### config.mk
export PLATFORM = sky130hd
export DESIGN_NAME = macc_pipe_dump
export DESIGN_NICKNAME = d
export VERILOG_FILES = /design/src/rtl/macc_pipe_dump.sv
export SDC_FILE = /design/constraint.sdc
export NUM_CORES = 1
export LEC_CHECK = 0
export BUFFER_PORTS_ARGS = -buffer_cell sky130_fd_sc_hd__clkbuf_2
export CORE_ASPECT_RATIO = 0.7
export CORE_MARGIN = 2
export CORE_UTILIZATION = 62
export CTS_CLUSTER_SIZE = 8
export DETAILED_ROUTE_END_ITERATION = 10
export PLACE_DENSITY = 0.94
export SLEW_MARGIN = 20
export SYNTH_ARGS = -nofsm -noshare
export SYNTH_HDL_FRONTEND = slang
export SYNTH_SLANG_ARGS = --single-unit
### constraint.sdc
create_clock -name clk -period 7.3 [get_ports clk]
set_input_delay 1.095 -clock clk [delete_from_list [all_inputs] [get_ports clk]]
set_output_delay 1.095 -clock clk [all_outputs]
set_load 0.01 [all_outputs]
### src/rtl/macc_pipe_dump.sv
`timescale 1ns/1ps
`default_nettype none
// ============================================================================
//  Module      : macc_pipe_dump
//  Description : Three-stage pipelined multiply-accumulate with valid-qualified
//                input, global stall, optional saturation, sticky overflow and
//                an accumulate-and-dump mode driven by a sample counter.
//  Revision    : 1.0 - initial release
// ============================================================================
module macc_pipe_dump #(
  parameter int A_WIDTH  = 8,
  parameter int B_WIDTH  = 8,
  parameter int Z_WIDTH  = 24,
  parameter int SIGNED   = 0,
  parameter int SATURATE = 0,
  parameter int DUMP_LEN = 0
) (
  input  logic               clk,
  input  logic               rst_n,
  input  logic               ena,
  input  logic               clr,
  input  logic               in_valid,
  input  logic [A_WIDTH-1:0] A,
  input  logic [B_WIDTH-1:0] B,
  output logic [Z_WIDTH-1:0] Z,
  output logic               out_valid,
  output logic               ovf
);

  localparam int P_WIDTH   = A_WIDTH + B_WIDTH;
  localparam int CNT_WIDTH = (DUMP_LEN > 0) ? $clog2(DUMP_LEN + 1) : 1;
  localparam logic [CNT_WIDTH-1:0] DUMP_CNT = CNT_WIDTH'(DUMP_LEN);
  localparam logic [CNT_WIDTH-1:0] CNT_ONE  = CNT_WIDTH'(1);

  // Reject configurations the accumulator cannot represent.
  if (Z_WIDTH < P_WIDTH) begin : g_bad_z_width
    $error("macc_pipe_dump: Z_WIDTH must be >= A_WIDTH+B_WIDTH");
  end
  if (DUMP_LEN < 0 || DUMP_LEN > 65535) begin : g_bad_dump_len
    $error("macc_pipe_dump: DUMP_LEN must be in 0..65535");
  end

  // Stage 1 registers
  logic [A_WIDTH-1:0] s1_a;
  logic [B_WIDTH-1:0] s1_b;
  logic               s1_valid;
  logic               s1_clr;

  // Stage 2 registers
  logic [P_WIDTH-1:0] s2_p;
  logic               s2_valid;
  logic               s2_clr;

  // Stage 3 state besides Z/ovf/out_valid
  logic [CNT_WIDTH-1:0] count;

  // Operands extended to product width; the low P_WIDTH bits of the product of
  // sign-extended operands equal the two's-complement product.
  logic               a_fill;
  logic               b_fill;
  logic [P_WIDTH-1:0] a_ext;
  logic [P_WIDTH-1:0] b_ext;
  logic [P_WIDTH-1:0] prod;

  assign a_fill = (SIGNED != 0) & s1_a[A_WIDTH-1];
  assign b_fill = (SIGNED != 0) & s1_b[B_WIDTH-1];
  assign a_ext  = {{B_WIDTH{a_fill}}, s1_a};
  assign b_ext  = {{A_WIDTH{b_fill}}, s1_b};
  assign prod   = a_ext * b_ext;

  // Product extended to accumulator width.
  logic [Z_WIDTH-1:0] p_ext;
  if (Z_WIDTH > P_WIDTH) begin : g_ext_wide
    logic p_fill;
    assign p_fill = (SIGNED != 0) & s2_p[P_WIDTH-1];
    assign p_ext  = {{(Z_WIDTH-P_WIDTH){p_fill}}, s2_p};
  end else begin : g_ext_same
    assign p_ext = s2_p;
  end

  // Accumulator adder with overflow detection and optional clamp.
  logic [Z_WIDTH:0]   sum_full;
  logic [Z_WIDTH-1:0] sum;
  logic               carry_ovf;
  logic               signed_ovf;
  logic               add_ovf;
  logic [Z_WIDTH-1:0] sat_val;
  logic [Z_WIDTH-1:0] acc_next;

  assign sum_full   = {1'b0, Z} + {1'b0, p_ext};
  assign sum        = sum_full[Z_WIDTH-1:0];
  assign carry_ovf  = sum_full[Z_WIDTH];
  assign signed_ovf = (Z[Z_WIDTH-1] == p_ext[Z_WIDTH-1]) &&
                      (sum[Z_WIDTH-1] != Z[Z_WIDTH-1]);
  assign add_ovf    = (SIGNED != 0) ? signed_ovf : carry_ovf;

  // Signed overflow direction follows the sign of the addend.
  assign sat_val  = (SIGNED == 0)       ? {Z_WIDTH{1'b1}} :
                    p_ext[Z_WIDTH-1]    ? {1'b1, {(Z_WIDTH-1){1'b0}}} :
                                          {1'b0, {(Z_WIDTH-1){1'b1}}};
  assign acc_next = ((SATURATE != 0) && add_ovf) ? sat_val : sum;

  // A completed dump makes the next valid sample start a fresh accumulation.
  logic                 dump_hit;
  logic                 restart;
  logic [CNT_WIDTH-1:0] count_next;
  logic                 done_next;

  assign dump_hit   = (DUMP_LEN != 0) && (count == DUMP_CNT);
  assign restart    = s2_clr | dump_hit;
  assign count_next = restart ? CNT_ONE : count + CNT_ONE;
  assign done_next  = (DUMP_LEN == 0) || (count_next == DUMP_CNT);

  // Stage 1: capture operands and their qualifiers.
  always_ff @(posedge clk or negedge rst_n) begin
    if (!rst_n) begin
      s1_a     <= '0;
      s1_b     <= '0;
      s1_valid <= 1'b0;
      s1_clr   <= 1'b0;
    end else if (ena) begin
      s1_a     <= A;
      s1_b     <= B;
      s1_valid <= in_valid;
      s1_clr   <= clr;
    end
  end

  // Stage 2: register the product, carrying valid and clr alongside it.
  always_ff @(posedge clk or negedge rst_n) begin
    if (!rst_n) begin
      s2_p     <= '0;
      s2_valid <= 1'b0;
      s2_clr   <= 1'b0;
    end else if (ena) begin
      s2_p     <= prod;
      s2_valid <= s1_valid;
      s2_clr   <= s1_clr;
    end
  end

  // Stage 3: accumulate, clear, or hold; flag results and sticky overflow.
  always_ff @(posedge clk or negedge rst_n) begin
    if (!rst_n) begin
      Z         <= '0;
      ovf       <= 1'b0;
      count     <= '0;
      out_valid <= 1'b0;
    end else if (ena) begin
      if (s2_valid) begin
        if (restart) begin
          Z   <= p_ext;
          ovf <= 1'b0;
        end else begin
          Z   <= acc_next;
          ovf <= ovf | add_ovf;
        end
        count     <= count_next;
        out_valid <= done_next;
      end else begin
        if (s2_clr) begin
          Z     <= '0;
          ovf   <= 1'b0;
          count <= '0;
        end
        out_valid <= 1'b0;
      end
    end
  end

endmodule
`default_nettype wire

==> metrics <==
Core Area approximately 8500 um^2; number of hold-slack violations in the final timing report 0; final-report max-slew violation count 0; last weighted congestion value of the routability-driven placer 0.9355; number of search-and-repair iterations in the first detailed-routing pass 5; count of flip-flops with a built-in enable after synthesis 0; source of the worst register-to-register timing path s1_b[5]$_DFFE_PN0P_; Sink Count 62; Clock Root Buffer sky130_fd_sc_hd__clkbuf_16; synthesized instance count about 600; data arrival time of the worst path 4.99 ns; Hold WC Path Type flip-flop to flip-flop; site row count 28; number of distinct standard cells referenced by the synthesized netlist 56; share of the clock period used by the worst path after layout 0.6531; area of the multi-input gates roughly 3700 um^2; ANT nets after route 0; hold buffer count at CTS 0; drt wl/cell 16.97 um; area share of the largest cell type after synthesis 0.2822; leading post-synthesis cells by instance count sky130_fd_sc_hd__dfrtp_1, sky130_fd_sc_hd__inv_1, sky130_fd_sc_hd__ha_1, sky130_fd_sc_hd__and2_1, sky130_fd_sc_hd__nand2_1; Skew-Pair Late Insertion Delay 0.34 ns; endpoint type of the worst setup path flip-flop; htree depth 3; Slew headroom 0.4690; via count of the first global-routing pass 4539; global-route wire length before repair around 21000 um; Avg Vias per Cell 6.031; WL final between 10000 and 15000 um; cells taking the most area after synthesis sky130_fd_sc_hd__dfrtp_1, sky130_fd_sc_hd__fa_1, sky130_fd_sc_hd__ha_1; Post-Place Cell Area ~5800 um^2; static power due to leakage 3.031 nW; CTS buffer count 9; most instantiated flip-flop cell in the synthesis netlist sky130_fd_sc_hd__dfrtp_1; post-route minimum period 4.767 ns; cell area after layout 6167 um^2; register bit count reported by yosys 62; layout cell share with drive strength beyond 1 0.1727; maximum fanout encountered on the critical timing path 9; Worst Path Required 7.53 ns; die extent in y 82.79 um; antenna violations before repair 0; post_cts resized 0; Post-synth ARST share 1.000; Clock Skew 0.007934 ns; actual slew at the worst max-slew pin 0.7965 ns; number of input and output port buffers inserted 46; signed area change from the synthesized netlist to the final layout 12.18%; element type at the critical path start flip-flop; sequential share of the synthesized area 0.2822; Worst setup startpoint s1_b[5]$_DFFE_PN0P_; average footprint of a synthesized cell 9.430 um^2; PD cells roughly 420 nW/um^2; maximum capacitance violations 0; number of synthesis warnings 0; clock tree buffer depth 2; post-DP HPWL 9026 um; maximum ir drop on the vdd rail around 240 uV; Clock Pin Slew Worst Setup and Hold Paths around 0.060 ns; I/O pin count 47; number of design-rule violations left by the first detailed-router iteration 365; syn nets 693; Initial Utilization 0.6431; layout filler cell count 579; maximum number of pins on one net before global-route repair 70; via count 4529; number of failing setup endpoints in the final timing report 0; post-synth design cell area approximately 5500 um^2; final sum of negative setup slack 0 ns; overflow left after global routing 0; Yosys top cell by area sky130_fd_sc_hd__dfrtp_1; number of nets in the finished design 736; flop2flop setup slack 2.53 ns; horizontal extent of the die 116.6 um; post-route DRC violation count 0; sequential cell area in the final layout ~1600 um^2; Max Fclk approximately 210 MHz; crit path kind flip-flop to flip-flop; setup repair after global routing missed its margin false; CTS tree done; diode insertion count for antenna repair 0; die footprint roughly 9600 um^2; Total Routing Usage GR 0.2842; number of buffers inserted by post-CTS setup repair 0; run status finished clean; startpoint of the most critical hold path s1_valid$_DFFE_PN0P_
## worst max-delay path, cell delays in order (launching register included)
cell and delay, ns:
sky130_fd_sc_hd__dfrtp_1 0.54, sky130_fd_sc_hd__nand2_1 0.13, sky130_fd_sc_hd__fa_1 0.50, sky130_fd_sc_hd__fa_1 0.56, sky130_fd_sc_hd__inv_1 0.06, sky130_fd_sc_hd__fa_1 0.53
sky130_fd_sc_hd__inv_1 0.06, sky130_fd_sc_hd__fa_1 0.53, sky130_fd_sc_hd__inv_1 0.05, sky130_fd_sc_hd__ha_1 0.33, sky130_fd_sc_hd__a21boi_1 0.18, sky130_fd_sc_hd__o31ai_2 0.39
sky130_fd_sc_hd__a2111oi_0 0.20, sky130_fd_sc_hd__o311a_1 0.33, sky130_fd_sc_hd__a211o_1 0.26
## power breakdown
group | internal, mW | switching [mW] | total, mW
Combinational | 0.697 | 0.853 | 1.55
Clock | 0.318 | 0.168 | 0.486
Sequential | 0.436 | 0.105 | 0.542
Total | 1.45 | 1.13 | 2.58
## layer usage
layer  part of all wire  routed length, um  GRT usage
met1               0.44               5544     0.3791
met2               0.46               5885     0.4506
met3              0.080               1015    0.07553
met4              0.023                299     0.1082
met5                  0                  0          0
## flip-flops by register name, summed over array words and instances (netlist names)
register	flops
restart	1
s2_valid	1
out_valid	1
Z	24
s1_clr	1
s1_b	8
ovf	1
s1_valid	1
s1_a	8
s2_p	16
## path summary, 6_finish.rpt
| kind | end | cells after the start |
|---|---|---|
| setup / recovery | s2_p[15]$_DFFE_PN0P_ | 14 |
| hold / removal | s2_valid$_DFFE_PN0P_ | 2 |
| setup reg to reg | s2_p[15]$_DFFE_PN0P_ | 14 |
| hold reg to reg | s2_valid$_DFFE_PN0P_ | 2 |
| max in group asynchronous | s2_p[11]$_DFFE_PN0P_ | 2 |
| min in group asynchronous | s1_b[1]$_DFFE_PN0P_ | 2 |
## cells in the final DEF, fill, tap and decap left out, types with 8 or more instances in the layout
cell type and instances:
sky130_fd_sc_hd__dfrtp_1 62, sky130_fd_sc_hd__inv_1 62, sky130_fd_sc_hd__ha_1 52, sky130_fd_sc_hd__and2_1 48, sky130_fd_sc_hd__nand2_1 47, sky130_fd_sc_hd__clkbuf_2 46
sky130_fd_sc_hd__a21oi_1 44, sky130_fd_sc_hd__o21ai_0 39, sky130_fd_sc_hd__fa_1 37, sky130_fd_sc_hd__mux2_2 28, sky130_fd_sc_hd__nor2b_1 19, sky130_fd_sc_hd__nor2_1 17
sky130_fd_sc_hd__xnor2_1 13, sky130_fd_sc_hd__clkbuf_16 9, sky130_fd_sc_hd__a22oi_1 8, sky130_fd_sc_hd__and3_1 8
## metrics by stage
stage                     setup WS [ns]  instances  total power [mW]    util  hold WS, ns
final                             2.533        751             2.577  0.7215       0.4893
after global routing              2.323        751             2.793  0.7215       0.5289
after CTS                         2.582        751             2.561  0.7215       0.4957
after detailed placement          2.549        735             2.053  0.6824       0.4906
after global placement            2.765        735             1.968  0.6824       0.4707
after floorplan                   3.000        583             1.725       -       0.4492
## final cells by class
type,count,area share
clock buffers,11,0.04098
inverters,62,0.03774
well taps,120,0.02435
clock inverters,5,0.01319
multi-input cells,443,0.5924
flip-flops and latches,62,0.2516
repair buffers,48,0.03976
## logic make-up after synthesis
kind of cell	Yosys count	synth area share
simple gates	167	0.1609
compound gates	140	0.1627
fa+ha+maj	89	0.2531
buf+inv	78	0.05325
flops	62	0.2822
mux	29	0.05917
xor+xnor	18	0.02868
(Power assumes the default switching activity.)
